File: config.mk
export PLATFORM = sky130hd
export DESIGN_NAME = qam_carrier_ctrl
export DESIGN_NICKNAME = d
export VERILOG_FILES = /design/src/rtl/qam_carrier_ctrl.sv
export SDC_FILE = /design/constraint.sdc
export NUM_CORES = 1
export LEC_CHECK = 0
export CORE_AREA = 2 2 119 150
export DETAILED_ROUTE_END_ITERATION = 12
export DIE_AREA = 0 0 121 152
export DONT_BUFFER_PORTS = 1
export PLACE_DENSITY_LB_ADDON = 0.2
export SLEW_MARGIN = 0
export SYNTH_ARGS = -nofsm -noshare
export SYNTH_HDL_FRONTEND = slang
export SYNTH_SLANG_ARGS = --single-unit
File: constraint.sdc
create_clock -name clk -period 4.7 [get_ports clk]
set_input_delay 0.47 -clock clk [delete_from_list [all_inputs] [get_ports clk]]
set_output_delay 0.47 -clock clk [all_outputs]
set_load 0.03 [all_outputs]
File: src/rtl/qam_carrier_ctrl.sv
// qam_carrier_ctrl -- acquisition/tracking sequencer for the 16QAM carrier loop.
//
// Integrates |pd| over windows of 2^WIN_LOG2 accepted samples, classifies each
// window as good / neutral / bad against LOCK_TH / UNLOCK_TH, and walks the
// ACQ -> PULL -> TRACK -> LOST lock FSM. The FSM selects the loop-filter bandwidth
// and pulses the integrator clear.
//
// Optional feature macro: CARRIER_SWEEP_EN. When it is defined, every ACQ timeout
// steps a coarse NCO offset through 0, +S, -S, +2S, -2S, ... When it is not defined,
// sweep_df is tied to 0.
//
// Ports:
//   clk, rst   clock; synchronous active-high reset
//   en, pd     phase-detector valid and signed phase error (PW bits)
//   relock     level-sampled software re-acquire; forces LOST every cycle it is held
//   state      0=ACQ 1=PULL 2=TRACK 3=LOST
//   gain_sel   0 wide, 1 medium, 2 narrow (decoded from state)
//   loop_clr   integrator clear, high in the same cycle as the new state
//   locked     high only in TRACK
//   metric     sum of |pd| over the last completed window (unsigned)
//   sweep_df   signed NCO frequency offset
module qam_carrier_ctrl #(
    parameter int          PW          = 27,
    parameter int          WIN_LOG2    = 10,
    parameter logic [63:0] LOCK_TH     = 64'd1 << 30,
    parameter logic [63:0] UNLOCK_TH   = 64'd1 << 32,
    parameter int          LOCK_CNT    = 4,
    parameter int          ACQ_TIMEOUT = 64,
    parameter int          SWEEP_STEP  = 1 << 16,
    parameter int          SWEEP_MAX   = 1 << 20
) (
    input  logic                   clk,
    input  logic                   rst,
    input  logic                   en,
    input  logic signed [PW-1:0]   pd,
    input  logic                   relock,
    output logic [1:0]             state,
    output logic [1:0]             gain_sel,
    output logic                   loop_clr,
    output logic                   locked,
    output logic [PW+WIN_LOG2-1:0] metric,
    output logic signed [PW-1:0]   sweep_df
);
    localparam int MW  = PW + WIN_LOG2;
    localparam int GCW = $clog2(LOCK_CNT + 1);
    localparam int TCW = $clog2(ACQ_TIMEOUT + 1);
    localparam logic [GCW-1:0] LOCK_CNT_C = GCW'(LOCK_CNT);
    localparam logic [TCW-1:0] TMO_C      = TCW'(ACQ_TIMEOUT);

    localparam logic [1:0] ST_ACQ   = 2'd0;
    localparam logic [1:0] ST_PULL  = 2'd1;
    localparam logic [1:0] ST_TRACK = 2'd2;
    localparam logic [1:0] ST_LOST  = 2'd3;

    // Hysteresis only works with a gap between the two thresholds.
    if (UNLOCK_TH <= LOCK_TH || SWEEP_STEP <= 0 || SWEEP_MAX < SWEEP_STEP) begin : g_cfg_err
        $error("qam_carrier_ctrl: bad threshold or sweep configuration");
    end

    // ---------------- datapath: input reg -> |pd| reg -> accumulator ----------------
    logic [1:0]           vld_pipe;   // [0]: input stage valid, [1]: abs stage valid
    logic signed [PW-1:0] pd_q;
    logic [PW-1:0]        abs_pd, abs_nxt;
    logic [MW-1:0]        acc;
    logic [WIN_LOG2-1:0]  win_cnt;
    logic                 win_done;

    // -2^(PW-1) has no positive twin, so it saturates to the largest positive value.
    always_comb begin
        abs_nxt = pd_q;
        if (pd_q[PW-1])
            abs_nxt = (pd_q == {1'b1, {(PW-1){1'b0}}}) ? {1'b0, {(PW-1){1'b1}}} : -pd_q;
    end

    always_ff @(posedge clk) begin
        if (rst) begin
            vld_pipe <= '0;
            pd_q     <= '0;
            abs_pd   <= '0;
            acc      <= '0;
            win_cnt  <= '0;
            win_done <= 1'b0;
            metric   <= '0;
        end else if (relock) begin
            // Restart the window from scratch; in-flight samples are dropped.
            vld_pipe <= '0;
            acc      <= '0;
            win_cnt  <= '0;
            win_done <= 1'b0;
        end else begin
            vld_pipe <= {vld_pipe[0], en};
            pd_q     <= pd;
            abs_pd   <= abs_nxt;
            win_done <= 1'b0;
            if (vld_pipe[1]) begin
                win_cnt <= win_cnt + WIN_LOG2'(1);
                if (&win_cnt) begin
                    metric   <= acc + MW'(abs_pd);
                    acc      <= '0;
                    win_done <= 1'b1;
                end else begin
                    acc <= acc + MW'(abs_pd);
                end
            end
        end
    end

    // ---------------- lock FSM ----------------
    logic           metric_good, metric_bad;
    logic [GCW-1:0] good_cnt, bad_cnt, good_inc, bad_inc;
    logic [TCW-1:0] tmo_cnt, tmo_inc;

    assign metric_good = 64'(metric) <  LOCK_TH;
    assign metric_bad  = 64'(metric) >= UNLOCK_TH;
    // A neutral window (between thresholds) zeroes both runs.
    assign good_inc    = metric_good ? good_cnt + GCW'(1) : '0;
    assign bad_inc     = metric_bad  ? bad_cnt  + GCW'(1) : '0;
    assign tmo_inc     = tmo_cnt + TCW'(1);

    always_ff @(posedge clk) begin
        if (rst) begin
            state    <= ST_ACQ;
            loop_clr <= 1'b0;
            good_cnt <= '0;
            bad_cnt  <= '0;
            tmo_cnt  <= '0;
        end else begin
            loop_clr <= 1'b0;
            if (relock) begin
                state    <= ST_LOST;
                loop_clr <= 1'b1;
                good_cnt <= '0;
                bad_cnt  <= '0;
                tmo_cnt  <= '0;
            end else begin
                case (state)
                    ST_ACQ: if (win_done) begin
                        bad_cnt <= '0;
                        if (good_inc == LOCK_CNT_C) begin
                            state    <= ST_PULL;
                            good_cnt <= '0;
                            tmo_cnt  <= '0;
                        end else begin
                            good_cnt <= good_inc;
                            if (tmo_inc == TMO_C) begin
                                loop_clr <= 1'b1;
                                tmo_cnt  <= '0;
                            end else begin
                                tmo_cnt <= tmo_inc;
                            end
                        end
                    end
                    ST_PULL: if (win_done) begin
                        if (metric_bad) begin
                            state    <= ST_ACQ;
                            loop_clr <= 1'b1;
                            good_cnt <= '0;
                        end else if (good_inc == LOCK_CNT_C) begin
                            state    <= ST_TRACK;
                            good_cnt <= '0;
                        end else begin
                            good_cnt <= good_inc;
                        end
                    end
                    ST_TRACK: if (win_done) begin
                        good_cnt <= '0;
                        if (bad_inc == LOCK_CNT_C) begin
                            state    <= ST_LOST;
                            loop_clr <= 1'b1;
                            bad_cnt  <= '0;
                        end else begin
                            bad_cnt <= bad_inc;
                        end
                    end
                    default: begin
                        // LOST is a single-cycle state that hands over to ACQ.
                        state    <= ST_ACQ;
                        good_cnt <= '0;
                        bad_cnt  <= '0;
                        tmo_cnt  <= '0;
                    end
                endcase
            end
        end
    end

    assign gain_sel = (state == ST_PULL) ? 2'd1 : (state == ST_TRACK) ? 2'd2 : 2'd0;
    assign locked   = (state == ST_TRACK);

    // ---------------- coarse frequency sweep ----------------
`ifdef CARRIER_SWEEP_EN
    localparam logic signed [PW-1:0] SSTEP = PW'(SWEEP_STEP);
    localparam logic signed [PW-1:0] SMAX  = PW'(SWEEP_MAX);

    logic                 sweep_adv;
    logic signed [PW-1:0] sw_mag, sw_next;

    // Same condition that produces the ACQ timeout clear above.
    assign sweep_adv = !relock && (state == ST_ACQ) && win_done &&
                       (good_inc != LOCK_CNT_C) && (tmo_inc == TMO_C);

    // 0 -> +S -> -S -> +2S -> -2S ... ; once the next positive step would pass
    // SWEEP_MAX the walk restarts at 0.
    always_comb begin
        sw_mag = (sweep_df < 0) ? -sweep_df : sweep_df;
        if (sweep_df > 0)
            sw_next = -sweep_df;
        else if (sw_mag + SSTEP > SMAX)
            sw_next = '0;
        else
            sw_next = sw_mag + SSTEP;
    end

    always_ff @(posedge clk) begin
        if (rst || relock)
            sweep_df <= '0;
        else if (sweep_adv)
            sweep_df <= sw_next;
    end
`else
    assign sweep_df = '0;
`endif

endmodule

==> qor.yml <==
status: "finished clean"
slew_headroom_pct: 43.7
dieArea_sq_um: 18400
fmax_ghz: 0.323
core_sq_um: 17100
drc: 0
io_pins: 101
die-height_microns: 152
path_class: "register to register"
arrival_ns: 3.46
layout_commonest_cell: "dfxtp_1"
track_usage_pct: 21.3
drive_gt1_share_pct: 5.42
clockRootBuffer: "clkbuf_16"
dpl.hpwl_microns: 13700
switching_power_mw: 0.780
comb_power_share_pct: 8.7
p_seq_share_pct: 45.8
design_area_sq_um: 9070
crit_start: "pd_q[0]$_SDFFE_PP0N_"
cts_hold_buf: 0
hold_violations: 0
drt-initial-drc-count: 460
tns_ns: 0
min_period_ns: 3.10
syn_avg_cell_area_sq_um: 8.03
fp-row-count: 54
hp-class: "primary input to register"
grt_pass1_vias: 6488
antenna_found_initial: 0
crit_chain: "inv_1 -> ha_1 -> nor3b_2 -> nand4b_2 -> or4_4 -> or4b_1 -> a221oi_2 -> a21oi_1 -> nor2_1"
hold-worst-slack_ns: 0.112
cts_resized: 0
grt_pass1_wl_microns: 32000
required_ns: 5.06
clock_path_buffers: 2
clock_latency_ns: 0.42
diodes: 0
viasPerCell: 5.58
yosys_warnings: 0
cts_buffers: 17
p_clk_share_pct: 45.5
cp_top_family: "simple AND/OR/NAND/NOR gates"
ys.flop_type: "dfxtp_1"
cap_violations: 0
r2r_start: "pd_q[0]$_SDFFE_PP0N_"
cts.sinks: 157
syn-cell-area_sq_um: 8480
dpl_worst_slack_ns: 1.63
fin_nets: 1089
skew_ns: 0.00740
mostFrequentLayoutCells: "dfxtp_1, a21oi_1, nor2_1"
setup_viol: 0
vias: 7023
path_buf_inv: 1
drt-total-wl_microns: 19300
drtPass1Iterations: 5
worst_pin_slew_ns: 0.840
synth_seq_area_share_pct: 37.1
endpoint_kind: "register"
swShare_pct: 25.4
gp_congestion: 0.920
area_growth_pct: 6.89
syn-instance-count: 1056
drtAntennaViolNets: 0
start_util_pct: 49.6
max_stage_delay_ns: 0.88
htreeDepth: 4
power.density_nw_per_um2: 338
yosys_register_bits: 157
io_buffers: 0
post-route-util_pct: 53.0
clkTransAtPathRegs_ns: 0.06
slew_viol_final: 0
irDropWorstVdd_mv: 0.211
post_dp_cell_area_sq_um: 8460
power.internal_mw: 2.29
yosysUniqueCellTypes: 67
p_leak_nw: 3.54
routedWlPerCell_microns: 15.3
cp_slowest_cell: "or4b_1"
timing.final.ws_setup_ns: 1.60
overflow: 0
hold_start: "rst"
crit_fanout: 24
cts_setup_buffers: 0
grt_max_degree: 93
rsz0062_at_grt: "no"
synth_edf_count: 0
synthArstFlopShare_pct: 0
cts_tree: "yes"
period_share_pct: 65.9
die_w_microns: 121
start_kind: "register"
## worst paths after layout
| path | endpoint | slack [ns] | depth (start not counted) |
|---|---|---|---|
| setup / recovery | abs_pd[1]$_SDFFE_PP0N_ | 1.60 | 9 |
| hold / removal | metric[26]$_SDFFE_PP0P_ | 0.11 | 1 |
| setup reg to reg | abs_pd[1]$_SDFFE_PP0N_ | 1.60 | 9 |
| hold reg to reg | vld_pipe[1]$_SDFF_PP0_ | 0.43 | 1 |
## Yosys cell counts, types with 4 or more instances
master | n | area share [%]
nand3_1 | 30 | 1.8
nor3_1 | 9 | 0.53
buf_1 | 9 | 0.40
o21ai_0 | 53 | 3.1
mux2i_1 | 29 | 3.4
and3_1 | 11 | 0.81
o21bai_1 | 4 | 0.35
o21a_1 | 4 | 0.35
a31oi_1 | 15 | 1.1
a211oi_1 | 10 | 0.88
inv_1 | 27 | 1.2
nand2b_1 | 9 | 0.66
buf_4 | 28 | 2.5
nor4b_1 | 4 | 0.41
nand4_1 | 10 | 0.74
clkbuf_1 | 44 | 1.9
xnor2_1 | 24 | 2.5
ha_1 | 36 | 5.3
or3_1 | 10 | 0.74
a21oi_1 | 131 | 7.7
o211ai_1 | 8 | 0.71
o221ai_1 | 4 | 0.41
nor2b_1 | 14 | 1.0
xor2_1 | 38 | 3.9
nor3b_1 | 9 | 0.80
a22o_1 | 6 | 0.62
o31ai_1 | 9 | 0.80
nor4_1 | 7 | 0.52
and2_1 | 11 | 0.81
a21boi_0 | 5 | 0.44
or2_2 | 5 | 0.37
nand2_1 | 112 | 5.0
dfxtp_1 | 157 | 37
nor2_1 | 123 | 5.4
## per-layer routing
metal,vias to the layer above,global-route usage (%),routed length [microns]
met4,0,6.53,236
met1,3261,28.0,8860
li1,3600,-,-
met2,145,35.2,9230
met3,17,4.13,944
met5,-,0,0
## metrics by stage
stage	power [mW]	cells
2_1_floorplan	1.69	1082
3_3_place_gp	1.70	1226
3_5_place_dp	1.70	1226
4_1_cts	3.10	1258
5_1_grt	3.20	1258
6_report	3.07	1258
## area by class of cell
type	count	area, sq um
Clock buffer	20	467
Clock inverter	12	136
Fill cell	1637	8030
Inverter	27	101
Multi-Input combinational cell	812	4890
Sequential cell	157	3140
Tap cell	224	280
Timing Repair Buffer	6	45.0
## logic make-up (layout without fill, tap and decap cells)
group | count (synthesis) | after routing | synth area share, %
flip-flops | 157 | 157 | 37.1
other | 1 | 27 | 0.0442
AO/OA/AOI/OAI | 279 | 279 | 19.7
buffers and inverters | 113 | 65 | 6.46
adder cells (fa/ha/maj) | 37 | 37 | 5.55
XOR/XNOR | 62 | 62 | 6.40
AND/OR/NAND/NOR | 377 | 377 | 21.2
multiplexers | 30 | 30 | 3.55
## sequential cells by signal, indices dropped and copies added (netlist names), 3 cells and up
name	count
abs_pd	27
pd_q	27
acc	37
win_cnt	10
tmo_cnt	7
bad_cnt	3
metric	37
good_cnt	3
## power by group through the flow
stage	registers, mW	clock network (mW)	logic [mW]
floorplan	1.42	0	0.265
global placement	1.43	0	0.265
detailed placement	1.43	0	0.265
CTS	1.40	1.42	0.267
global route	1.41	1.49	0.300
finish	1.41	1.39	0.268
No activity file was read; power rests on OpenSTA's default activity.
